--- src/rtl/pipe_ctrl_if.sv ---
// Control/status bundle between the pipe_ctrl sequencer (master) and the 5-stage datapath (slave).
interface pipe_ctrl_if #(
  parameter int CNT_W = 32
);
  logic [4:0]       decode_i_rs1_id;
  logic [4:0]       decode_i_rs2_id;
  logic             decode_i_need_jump;
  logic             decode_i_halt_req;
  logic             regE_i_is_load;
  logic [4:0]       regE_i_wb_rd;
  logic             regE_i_wb_reg_wen;
  logic             dmem_i_req;
  logic             dmem_i_ack;

  logic             fetch_o_stall;
  logic             fetch_o_redirect;
  logic             regD_o_stall;
  logic             regD_o_bubble;
  logic             regE_o_stall;
  logic             regE_o_bubble;
  logic             regM_o_stall;
  logic             regW_o_bubble;
  logic             ctrl_o_halted;
  logic             ctrl_o_timeout;
  logic [CNT_W-1:0] ctrl_o_stall_cnt;

  modport master (
    input  decode_i_rs1_id, decode_i_rs2_id, decode_i_need_jump, decode_i_halt_req,
           regE_i_is_load, regE_i_wb_rd, regE_i_wb_reg_wen, dmem_i_req, dmem_i_ack,
    output fetch_o_stall, fetch_o_redirect, regD_o_stall, regD_o_bubble,
           regE_o_stall, regE_o_bubble, regM_o_stall, regW_o_bubble,
           ctrl_o_halted, ctrl_o_timeout, ctrl_o_stall_cnt
  );

  modport slave (
    output decode_i_rs1_id, decode_i_rs2_id, decode_i_need_jump, decode_i_halt_req,
           regE_i_is_load, regE_i_wb_rd, regE_i_wb_reg_wen, dmem_i_req, dmem_i_ack,
    input  fetch_o_stall, fetch_o_redirect, regD_o_stall, regD_o_bubble,
           regE_o_stall, regE_o_bubble, regM_o_stall, regW_o_bubble,
           ctrl_o_halted, ctrl_o_timeout, ctrl_o_stall_cnt
  );
endinterface

--- src/rtl/pipe_ctrl.sv ---
// Pipeline sequencer for the F/D/E/M/W core: interlocks, redirect squash, memory wait with
// watchdog, ebreak drain-to-halt and a saturating stall-cycle counter.
module pipe_ctrl #(
  parameter int TIMEOUT      = 256,
  parameter int DRAIN_CYCLES = 3,
  parameter int CNT_W        = 32
) (
  input  logic        clk,
  input  logic        rst,
  pipe_ctrl_if.master bus
);

  localparam int WAIT_W  = (TIMEOUT > 2) ? $clog2(TIMEOUT) : 1;
  localparam int DRAIN_W = (DRAIN_CYCLES > 1) ? $clog2(DRAIN_CYCLES) : 1;
  localparam logic [WAIT_W-1:0]  WAIT_LAST  = WAIT_W'(TIMEOUT - 1);
  localparam logic [DRAIN_W-1:0] DRAIN_LAST = DRAIN_W'(DRAIN_CYCLES - 1);

  typedef enum logic [2:0] {
    ST_RUN      = 3'd0,
    ST_MEM_WAIT = 3'd1,
    ST_DRAIN    = 3'd2,
    ST_HALTED   = 3'd3,
    ST_ERROR    = 3'd4
  } state_t;

  state_t             state_q;
  logic [WAIT_W-1:0]  wait_cnt_q;
  logic [DRAIN_W-1:0] drain_cnt_q;
  logic [CNT_W-1:0]   stall_cnt_q;
  logic [CNT_W-1:0]   stall_cnt_d;
  logic               halted_q;
  logic               timeout_q;

  logic memwait_s;
  logic lduse_s;
  logic fetch_stall_s;
  logic fetch_redirect_s;
  logic regd_stall_s;
  logic regd_bubble_s;
  logic rege_stall_s;
  logic rege_bubble_s;
  logic regm_stall_s;
  logic regw_bubble_s;

  function automatic logic load_use_hazard(
    input logic       is_load,
    input logic       wen,
    input logic [4:0] rd,
    input logic [4:0] rs1,
    input logic [4:0] rs2
  );
    return is_load & wen & (rd != 5'd0) & ((rd == rs1) | (rd == rs2));
  endfunction

  assign memwait_s = bus.dmem_i_req & ~bus.dmem_i_ack;
  assign lduse_s   = load_use_hazard(bus.regE_i_is_load, bus.regE_i_wb_reg_wen,
                                     bus.regE_i_wb_rd, bus.decode_i_rs1_id,
                                     bus.decode_i_rs2_id);

  // Stage controls: same-cycle decode of the current state and the hazard inputs.
  always_comb begin
    fetch_stall_s    = 1'b0;
    fetch_redirect_s = 1'b0;
    regd_stall_s     = 1'b0;
    regd_bubble_s    = 1'b0;
    rege_stall_s     = 1'b0;
    rege_bubble_s    = 1'b0;
    regm_stall_s     = 1'b0;
    regw_bubble_s    = 1'b0;
    case (state_q)
      ST_RUN: begin
        if (memwait_s) begin
          fetch_stall_s = 1'b1;
          regd_stall_s  = 1'b1;
          rege_stall_s  = 1'b1;
          regm_stall_s  = 1'b1;
          regw_bubble_s = 1'b1;
        end else if (lduse_s) begin
          fetch_stall_s = 1'b1;
          regd_stall_s  = 1'b1;
          rege_bubble_s = 1'b1;
        end else if (bus.decode_i_halt_req) begin
          fetch_stall_s = 1'b1;
          regd_bubble_s = 1'b1;
        end else if (bus.decode_i_need_jump) begin
          fetch_redirect_s = 1'b1;
          regd_bubble_s    = 1'b1;
        end else begin
          fetch_redirect_s = 1'b0;
        end
      end
      ST_MEM_WAIT: begin
        // The ack cycle already lets the pipeline advance.
        if (!bus.dmem_i_ack) begin
          fetch_stall_s = 1'b1;
          regd_stall_s  = 1'b1;
          rege_stall_s  = 1'b1;
          regm_stall_s  = 1'b1;
          regw_bubble_s = 1'b1;
        end else begin
          fetch_stall_s = 1'b0;
        end
      end
      ST_DRAIN: begin
        if (memwait_s) begin
          fetch_stall_s = 1'b1;
          regd_stall_s  = 1'b1;
          rege_stall_s  = 1'b1;
          regm_stall_s  = 1'b1;
          regw_bubble_s = 1'b1;
        end else begin
          fetch_stall_s = 1'b1;
          regd_bubble_s = 1'b1;
        end
      end
      default: begin
        fetch_stall_s = 1'b1;
        regd_stall_s  = 1'b1;
        rege_stall_s  = 1'b1;
        regm_stall_s  = 1'b1;
        regw_bubble_s = 1'b1;
      end
    endcase
  end

  // Stall counter next value: only live states count, saturating at all-ones.
  always_comb begin
    stall_cnt_d = stall_cnt_q;
    if (fetch_stall_s && (state_q == ST_RUN || state_q == ST_MEM_WAIT || state_q == ST_DRAIN)
        && (stall_cnt_q != {CNT_W{1'b1}})) begin
      stall_cnt_d = stall_cnt_q + {{(CNT_W-1){1'b0}}, 1'b1};
    end else begin
      stall_cnt_d = stall_cnt_q;
    end
  end

  // Sequencer state, wait/drain counters and sticky status flags.
  always_ff @(posedge clk or posedge rst) begin
    if (rst) begin
      state_q     <= ST_RUN;
      wait_cnt_q  <= '0;
      drain_cnt_q <= '0;
      stall_cnt_q <= '0;
      halted_q    <= 1'b0;
      timeout_q   <= 1'b0;
    end else begin
      stall_cnt_q <= stall_cnt_d;
      case (state_q)
        ST_RUN: begin
          if (memwait_s) begin
            state_q    <= ST_MEM_WAIT;
            wait_cnt_q <= WAIT_W'(1);
          end else if (!lduse_s && bus.decode_i_halt_req) begin
            state_q     <= ST_DRAIN;
            drain_cnt_q <= '0;
          end
        end
        ST_MEM_WAIT: begin
          if (bus.dmem_i_ack) begin
            state_q <= ST_RUN;
          end else if (wait_cnt_q == WAIT_LAST) begin
            state_q   <= ST_ERROR;
            halted_q  <= 1'b1;
            timeout_q <= 1'b1;
          end else begin
            wait_cnt_q <= wait_cnt_q + WAIT_W'(1);
          end
        end
        ST_DRAIN: begin
          // Drain progress is frozen while the memory stage is stalled.
          if (!memwait_s) begin
            if (drain_cnt_q == DRAIN_LAST) begin
              state_q  <= ST_HALTED;
              halted_q <= 1'b1;
            end else begin
              drain_cnt_q <= drain_cnt_q + DRAIN_W'(1);
            end
          end
        end
        ST_HALTED: begin
          halted_q <= 1'b1;
        end
        ST_ERROR: begin
          halted_q  <= 1'b1;
          timeout_q <= 1'b1;
        end
        default: begin
          state_q   <= ST_ERROR;
          halted_q  <= 1'b1;
          timeout_q <= 1'b1;
        end
      endcase
    end
  end

  assign bus.fetch_o_stall    = fetch_stall_s;
  assign bus.fetch_o_redirect = fetch_redirect_s;
  assign bus.regD_o_stall     = regd_stall_s;
  assign bus.regD_o_bubble    = regd_bubble_s;
  assign bus.regE_o_stall     = rege_stall_s;
  assign bus.regE_o_bubble    = rege_bubble_s;
  assign bus.regM_o_stall     = regm_stall_s;
  assign bus.regW_o_bubble    = regw_bubble_s;
  assign bus.ctrl_o_halted    = halted_q;
  assign bus.ctrl_o_timeout   = timeout_q;
  assign bus.ctrl_o_stall_cnt = stall_cnt_q;

endmodule

--- src/flat_wrapper.sv ---
// flat-port wrapper written by rule: the top's interface ports become plain ports
module pipe_ctrl_flat 
#(
  parameter int TIMEOUT      = 256,
  parameter int DRAIN_CYCLES = 3,
  parameter int CNT_W        = 32
)
  (clk, rst, bus_decode_i_rs1_id, bus_decode_i_rs2_id, bus_decode_i_need_jump, bus_decode_i_halt_req, bus_regE_i_is_load, bus_regE_i_wb_rd, bus_regE_i_wb_reg_wen, bus_dmem_i_req, bus_dmem_i_ack, bus_fetch_o_stall, bus_fetch_o_redirect, bus_regD_o_stall, bus_regD_o_bubble, bus_regE_o_stall, bus_regE_o_bubble, bus_regM_o_stall, bus_regW_o_bubble, bus_ctrl_o_halted, bus_ctrl_o_timeout, bus_ctrl_o_stall_cnt);
  pipe_ctrl_if #(.CNT_W(CNT_W)) bus_i ();
  input  logic clk;
  input  logic rst;
  input wire logic [$bits(bus_i.decode_i_rs1_id)-1:0] bus_decode_i_rs1_id;
  input wire logic [$bits(bus_i.decode_i_rs2_id)-1:0] bus_decode_i_rs2_id;
  input wire logic [$bits(bus_i.decode_i_need_jump)-1:0] bus_decode_i_need_jump;
  input wire logic [$bits(bus_i.decode_i_halt_req)-1:0] bus_decode_i_halt_req;
  input wire logic [$bits(bus_i.regE_i_is_load)-1:0] bus_regE_i_is_load;
  input wire logic [$bits(bus_i.regE_i_wb_rd)-1:0] bus_regE_i_wb_rd;
  input wire logic [$bits(bus_i.regE_i_wb_reg_wen)-1:0] bus_regE_i_wb_reg_wen;
  input wire logic [$bits(bus_i.dmem_i_req)-1:0] bus_dmem_i_req;
  input wire logic [$bits(bus_i.dmem_i_ack)-1:0] bus_dmem_i_ack;
  output wire logic [$bits(bus_i.fetch_o_stall)-1:0] bus_fetch_o_stall;
  output wire logic [$bits(bus_i.fetch_o_redirect)-1:0] bus_fetch_o_redirect;
  output wire logic [$bits(bus_i.regD_o_stall)-1:0] bus_regD_o_stall;
  output wire logic [$bits(bus_i.regD_o_bubble)-1:0] bus_regD_o_bubble;
  output wire logic [$bits(bus_i.regE_o_stall)-1:0] bus_regE_o_stall;
  output wire logic [$bits(bus_i.regE_o_bubble)-1:0] bus_regE_o_bubble;
  output wire logic [$bits(bus_i.regM_o_stall)-1:0] bus_regM_o_stall;
  output wire logic [$bits(bus_i.regW_o_bubble)-1:0] bus_regW_o_bubble;
  output wire logic [$bits(bus_i.ctrl_o_halted)-1:0] bus_ctrl_o_halted;
  output wire logic [$bits(bus_i.ctrl_o_timeout)-1:0] bus_ctrl_o_timeout;
  output wire logic [$bits(bus_i.ctrl_o_stall_cnt)-1:0] bus_ctrl_o_stall_cnt;
  assign bus_i.decode_i_rs1_id = bus_decode_i_rs1_id;
  assign bus_i.decode_i_rs2_id = bus_decode_i_rs2_id;
  assign bus_i.decode_i_need_jump = bus_decode_i_need_jump;
  assign bus_i.decode_i_halt_req = bus_decode_i_halt_req;
  assign bus_i.regE_i_is_load = bus_regE_i_is_load;
  assign bus_i.regE_i_wb_rd = bus_regE_i_wb_rd;
  assign bus_i.regE_i_wb_reg_wen = bus_regE_i_wb_reg_wen;
  assign bus_i.dmem_i_req = bus_dmem_i_req;
  assign bus_i.dmem_i_ack = bus_dmem_i_ack;
  assign bus_fetch_o_stall = bus_i.fetch_o_stall;
  assign bus_fetch_o_redirect = bus_i.fetch_o_redirect;
  assign bus_regD_o_stall = bus_i.regD_o_stall;
  assign bus_regD_o_bubble = bus_i.regD_o_bubble;
  assign bus_regE_o_stall = bus_i.regE_o_stall;
  assign bus_regE_o_bubble = bus_i.regE_o_bubble;
  assign bus_regM_o_stall = bus_i.regM_o_stall;
  assign bus_regW_o_bubble = bus_i.regW_o_bubble;
  assign bus_ctrl_o_halted = bus_i.ctrl_o_halted;
  assign bus_ctrl_o_timeout = bus_i.ctrl_o_timeout;
  assign bus_ctrl_o_stall_cnt = bus_i.ctrl_o_stall_cnt;
  pipe_ctrl #(.TIMEOUT(TIMEOUT), .DRAIN_CYCLES(DRAIN_CYCLES), .CNT_W(CNT_W)) u_core (.clk(clk), .rst(rst), .bus(bus_i));
endmodule
--- config.mk ---
export PLATFORM = sky130hd
export DESIGN_NAME = pipe_ctrl_flat
export DESIGN_NICKNAME = d
export VERILOG_FILES = /design/src/rtl/pipe_ctrl_if.sv /design/src/rtl/pipe_ctrl.sv /design/src/flat_wrapper.sv
export SDC_FILE = /design/constraint.sdc
export NUM_CORES = 1
export LEC_CHECK = 0
export ABC_AREA = 1
export CAP_MARGIN = 20
export CORE_MARGIN = 4
export CORE_UTILIZATION = 28
export DETAILED_ROUTE_END_ITERATION = 10
export MAX_ROUTING_LAYER = met4
export PLACE_DENSITY = 0.58
export SLEW_MARGIN = 20
export SYNTH_ARGS = -nofsm -noshare
export SYNTH_HDL_FRONTEND = slang
export SYNTH_SLANG_ARGS = --single-unit
--- constraint.sdc ---
create_clock -name clk -period 4.89 [get_ports clk]
set_clock_uncertainty 0.05 [all_clocks]
set_input_delay 0.489 -clock clk [delete_from_list [all_inputs] [get_ports clk]]
set_output_delay 0.489 -clock clk [all_outputs]
set_load 0.05 [all_outputs]
==> results of run 1 <==
## logic make-up after synthesis
group	synth area share
AO/OA/AOI/OAI	0.0380
XOR/XNOR	0.0842
adder cells (fa/ha/maj)	0.0116
AND/OR/NAND/NOR	0.413
buffers and inverters	0.0888
flip-flops	0.365
## layout by cell type (no fill, tap or decap), drive strengths merged, types with 2 or more instances in the layout
master and count:
a21oi 8, clkbuf 5, clkdlybuf4s50 64, clkinv 3
dfrtp 47, ha 3, inv 51, nand2 169
nand3 56, nand4 8, nor2 50, nor3 20
nor4 4, o21ai 9, o31ai 2, xnor2 9
xor2 22
## critical path, delay by kind of cell
family | cells | cell delay [ns]
buffers and inverters | 3 | 1.41
AND/OR/NAND/NOR | 9 | 0.77
## power groups by stage
stage / Sequential [W] / Clock (W) / Combinational, W
2_1_floorplan: 0.000399 / 0 / 0.0000216
3_3_place_gp: 0.000399 / 0 / 0.0000466
3_5_place_dp: 0.000400 / 0 / 0.0000473
4_1_cts: 0.000392 / 0.000409 / 0.0000475
5_1_grt: 0.000392 / 0.000426 / 0.0000537
6_report: 0.000392 / 0.000399 / 0.0000462
## cells in the mapped netlist, types with 3 or more instances
master,instances,share of area
nand2_1,167,0.19
nand3_1,54,0.084
inv_1,49,0.057
dfrtp_1,47,0.36
nor2_1,47,0.055
xor2_1,22,0.060
nor3_1,18,0.028
xnor2_1,9,0.024
a21oi_1,8,0.012
o21ai_0,8,0.012
buf_2,7,0.011
nand4_1,7,0.014
nor4_1,4,0.0078
buf_4,3,0.0070
buf_6,3,0.010
ha_1,3,0.012
nor2_2,3,0.0058
## routing by layer
metal | wire (µm) | GRT usage
met3 | 289 | 0.0195
met1 | 4350 | 0.196
met2 | 3990 | 0.217
met4 | 133 | 0.0360
met5 | 0 | -
## sequential cells by signal, indices dropped and copies added, names as in the netlist
| register | flops |
|---|---|
| u_core.drain_cnt_q | 2 |
| u_core.bus.ctrl_o_timeout | 1 |
| u_core.wait_cnt_q | 8 |
| u_core.state_q | 3 |
| u_core.bus.ctrl_o_stall_cnt | 32 |
| u_core.bus.ctrl_o_halted | 1 |
## metrics by stage
step	setup WS (ns)	hold WS [ns]
6_report	1.68	0.415
5_1_grt	1.47	0.427
4_1_cts	1.65	0.425
3_5_place_dp	1.65	0.408
3_3_place_gp	1.69	0.394
2_1_floorplan	2.20	0.389
## how the worst max path moves through the flow
stage / from / to / slack, ns
after floorplan: bus_regE_i_wb_rd[2] / bus_regD_o_bubble / 2.20
after global placement: bus_regE_i_wb_rd[0] / bus_regD_o_bubble / 1.69
after detailed placement: bus_regE_i_wb_rd[1] / bus_fetch_o_stall / 1.65
after CTS: bus_regE_i_wb_rd[1] / bus_fetch_o_stall / 1.65
after global routing: bus_regE_i_wb_rd[1] / bus_fetch_o_stall / 1.47
final: bus_regE_i_wb_rd[1] / bus_fetch_o_stall / 1.68
## layout make-up
cell class	count	area, µm²	area share
Clock buffer	5	125	0.0303
Inverter	52	196	0.0475
Multi-Input combinational cell	365	1760	0.427
Sequential cell	47	1180	0.285
Timing Repair Buffer	65	648	0.157
Tap cell	140	175	0.0424
Clock inverter	3	47.5	0.0115
==> flow_summary.yaml, run 1 <==
clock_tree:
  cts_sinks: 47
  cts_tree: "yes"
  cts_buffer_depth: 2
  cts_hold_buf: 0
  cts_buffers: 5
  post_cts.repair.setup_buffers: 0
  clkTransAtPathRegs_ns: 0.07
  ctsResizeCount: 0
  cts_root_buf: "clkbuf_16"
  clk_latency_ns: 0.29
  h-tree-depth: 2
worst_hold_path:
  hold_path.class: "register to register"
  min_to: "u_core.bus.ctrl_o_halted"
  hold_depth: 1
  worstHoldStart: "u_core.bus.ctrl_o_halted"
power_and_ir_drop:
  power.density_nw_per_um2: 203
  pwr-share-seq: 0.468
  p_leak_nw: 1.95
  p_int_w: 0.000658
  vdd_drop_max_mv: 0.168
  clkPwrFrac: 0.477
  p_comb_frac: 0.055
  swShare: 0.215
  power_switching_w: 0.000180
  power_w: 0.000838
synthesis:
  synthFlopType: "dfrtp_1"
  syn_avg_cell_area_um2: 6.76
  syn_inst: 477
  synthArstFlopShare: 1.00
  synth_edf_count: 0
  netlist_area_um2: 3230
  syn_nets: 503
  yosysWarnings: 0
  synth_cell_type_count: 30
  synth_seq_cells: 47
  ys_seq_area_frac: 0.365
critical_path:
  start_kind: "primary input"
  r2r-start: "u_core.bus.ctrl_o_stall_cnt[1]"
  cpMaxStageDelayCell: "clkdlybuf4s50_1"
  cp_cell_sequence: "clkdlybuf4s50_1 -> inv_2 -> nand2_1 -> nand2_1 -> nor2_1 -> nand3_1 -> nand2_1 -> nand2_1 -> nand2_1 -> nand2_1 -> nand4_1 -> clkdlybuf4s50_1"
  worstSetupPathType: "primary input to output port"
  max_stage_delay_ns: 0.81
  end_kind: "output port"
  rr_worst_depth: 10
  critPathMostFrequentCell: "nand2_1"
  timing.rr.end: "u_core.bus.ctrl_o_stall_cnt[0]"
  rrSetupSlack_ns: 2.42
  worst-endpoint-arrival_ns: 2.67
  crit_fanout: 4
  worstPathRequired_ns: 4.35
grt:
  overflow: 0
  grt_pass1_vias: 3049
  antenna_found_initial: 0
  grt_max_degree: 48
  grt.total_usage: 0.141
  grt_pass1_wl_um: 14800
job:
  max-cap-violations: 0
placed_design:
  io_buffers: 64
  dpl.hpwl_um: 6910
  gp_congestion: 0.934
  place_inst: 669
  place_area_um2: 3960
detailed_routing:
  wl_per_cell_um: 12.9
  vias: 3150
  via_per_inst: 4.65
  drtIter0Drc: 134
  first_pass_iters: 5
  drtAntennaViolNets: 0
  drc_errors: 0
  wl_um: 8760
outcome:
  status: "completed"
floorplan:
  num_io_pins: 65
  rows: 38
  start_util: 0.291
  dieWidth_um: 115
  dieArea_um2: 13300
  die_y_um: 115
  coreArea_um2: 11100
sta:
  setup_viol: 0
  final_hold_viol_count: 0
  fin_setup_tns_ns: 0
  drv_slew: 0
  post-route-min-period_ns: 3.21
  tightest_slew_ns: 0.813
  rsz0062_at_grt: "false"
  min_period_over_period: 0.657
  fmax_ghz: 0.311
  relSlewSlack: 0.457
layout:
  fin_area_um2: 4130
  area_delta_synth_final_pct: 28.1
  utilization: 0.373
  layout-drive-gt1-share: 0.0410
  fillCellCount: 1185
  antenna_cells: 0
  final_nets: 562
  fin_cells: 677
Power figures use the tool's default switching activity.
==> run 2: changes to the inputs <==
--- a/config.mk
+++ b/config.mk
@@ -11,7 +11,7 @@
 export CORE_UTILIZATION = 28
 export DETAILED_ROUTE_END_ITERATION = 10
 export MAX_ROUTING_LAYER = met4
-export PLACE_DENSITY = 0.58
+export PLACE_DENSITY = 0.59
 export SLEW_MARGIN = 20
 export SYNTH_ARGS = -nofsm -noshare
 export SYNTH_HDL_FRONTEND = slang
==> constraint.sdc (replaced) <==
create_clock -name clk -period 2.8 [get_ports clk]
set_clock_uncertainty 0.05 [all_clocks]
set_input_delay 0.28 -clock clk [delete_from_list [all_inputs] [get_ports clk]]
set_output_delay 0.28 -clock clk [all_outputs]
set_load 0.05 [all_outputs]
==> run 2 against run 1 <==
  * Cell count increased by 0.44%
  * Sequential power increased by 75%
  * Register-to-register slack got worse by 1.8 ns
  * Via count decreased by 0.73%
  * Core utilization increased by 0.090 points
  * Flip-flop and latch count unchanged
  * Critical path type is now register to output port
==> flow_summary.yaml, run 2 (synthesis gave the netlist of run 1 again) <==
outcome:
  status: "completed"
detailed_routing:
  wl_um: 8670
  via_per_inst: 4.60
  first_pass_iters: 6
  wl_per_cell_um: 12.8
  vias: 3127
  drtIter0Drc: 161
  drc_errors: 0
  drtAntennaViolNets: 0
clock_tree:
  cts_hold_buf: 0
  ctsResizeCount: 0
  h-tree-depth: 2
  cts_buffer_depth: 2
  cts_tree: "yes"
  cts_buffers: 5
  clk_latency_ns: 0.29
  cts_root_buf: "clkbuf_16"
  clkTransAtPathRegs_ns: 0.06
  post_cts.repair.setup_buffers: 0
  cts_sinks: 47
sta:
  fin_setup_tns_ns: 0
  fmax_ghz: 0.424
  drv_slew: 0
  hold_ws_ns: 0.271
  tightest_slew_ns: 0.556
  rsz0062_at_grt: "false"
  min_period_over_period: 0.842
  relSlewSlack: 0.628
  final_hold_viol_count: 0
  post-route-min-period_ns: 2.36
  setup_viol: 0
grt:
  overflow: 0
  grt_max_degree: 33
  grt.total_usage: 0.142
  antenna_found_initial: 0
  grt_pass1_wl_um: 14900
  grt_pass1_vias: 3080
critical_path:
  max_stage_delay_ns: 0.82
  worst-endpoint-arrival_ns: 2.03
  worstSetupPathType: "register to output port"
  cpMaxStageDelayCell: "clkdlybuf4s50_1"
  end_kind: "output port"
  r2r-start: "u_core.bus.ctrl_o_stall_cnt[1]"
  worstPathRequired_ns: 2.47
  crit_path_start: "u_core.state_q[2]"
  rr_worst_depth: 9
  crit_end: "bus_regM_o_stall"
  cp_cell_sequence: "inv_1 -> nand3_1 -> nand2_1 -> nand2_1 -> inv_1 -> nand2_1 -> clkdlybuf4s50_1"
  crit_fanout: 5
  critPathMostFrequentCell: "nand2_1"
  start_kind: "register"
  rrSetupSlack_ns: 0.61
  timing.rr.end: "u_core.bus.ctrl_o_stall_cnt[15]"
layout:
  layout_common_cells: "167 x nand2_1, 59 x clkdlybuf4s50_1, 54 x nand3_1, 48 x inv_1"
  area_delta_synth_final_pct: 28.4
  final_common_cell: "nand2_1"
  layout-drive-gt1-share: 0.0556
  utilization: 0.374
  final_nets: 565
  largest_reg_flops: 32
  antenna_cells: 0
power_and_ir_drop:
  power.density_nw_per_um2: 331
  p_leak_nw: 1.97
  power_w: 0.00137
  vdd_drop_max_mv: 0.226
floorplan:
  num_io_pins: 65
  coreArea_um2: 11100
  start_util: 0.291
  die_y_um: 115
  dieArea_um2: 13300
  dieWidth_um: 115
  rows: 38
job:
  max-cap-violations: 0
placed_design:
  gp_congestion: 0.959
  io_buffers: 64
  dpl.hpwl_um: 6950
worst_hold_path:
  hold_path.class: "primary input to asynchronous set/reset pin"
[run 2: final cells by class]
class,count,area [µm²]
fill,1204,6940
multi-input combinational,365,1760
sequential,47,1180
timing repair buffer,68,683
inverter,52,195
tap,140,175
clock buffer,5,125
clock inverter,3,23.8
[run 2: worst min-delay path by stage]
stage                                        start                         endpoint  slack (ns)  cells after the start
after floorplan               u_core.wait_cnt_q[5]             u_core.wait_cnt_q[5]        0.39                      1
after global placement    u_core.bus.ctrl_o_halted         u_core.bus.ctrl_o_halted        0.39                      1
after detailed placement  u_core.bus.ctrl_o_halted         u_core.bus.ctrl_o_halted        0.39                      1
after CTS                                      rst  u_core.bus.ctrl_o_stall_cnt[11]        0.29                      2
after global routing                           rst  u_core.bus.ctrl_o_stall_cnt[11]        0.32                      2
final                                          rst  u_core.bus.ctrl_o_stall_cnt[11]        0.27                      2
[run 2: routing by layer]
| layer | part of all wire | global-route usage |
|---|---|---|
| met3 | 0.033 | 0.0211 |
| met1 | 0.51 | 0.195 |
| met2 | 0.45 | 0.219 |
| met5 | 0 | - |
| met4 | 0.010 | 0.0352 |
[run 2: worst max-delay path: cells and delay by family (launching register included)]
family / cells / cell delay, ns
buffers and inverters: 3 / 0.98
AND/OR/NAND/NOR: 4 / 0.34
flip-flops: 1 / 0.43
[run 2: power by group]
part           internal (W)  switching [W]
clock              0.000334       0.000268
combinational     0.0000411      0.0000413
sequential         0.000682     0.00000236
[run 2: per-stage QoR]
stage	area [µm²]	std cells	setup WS, ns
6_report	4140	680	0.442
2_1_floorplan	3230	477	0.472
4_1_cts	4140	680	0.425
3_3_place_gp	3990	672	0.466
5_1_grt	4140	680	0.297
3_5_place_dp	3990	672	0.394
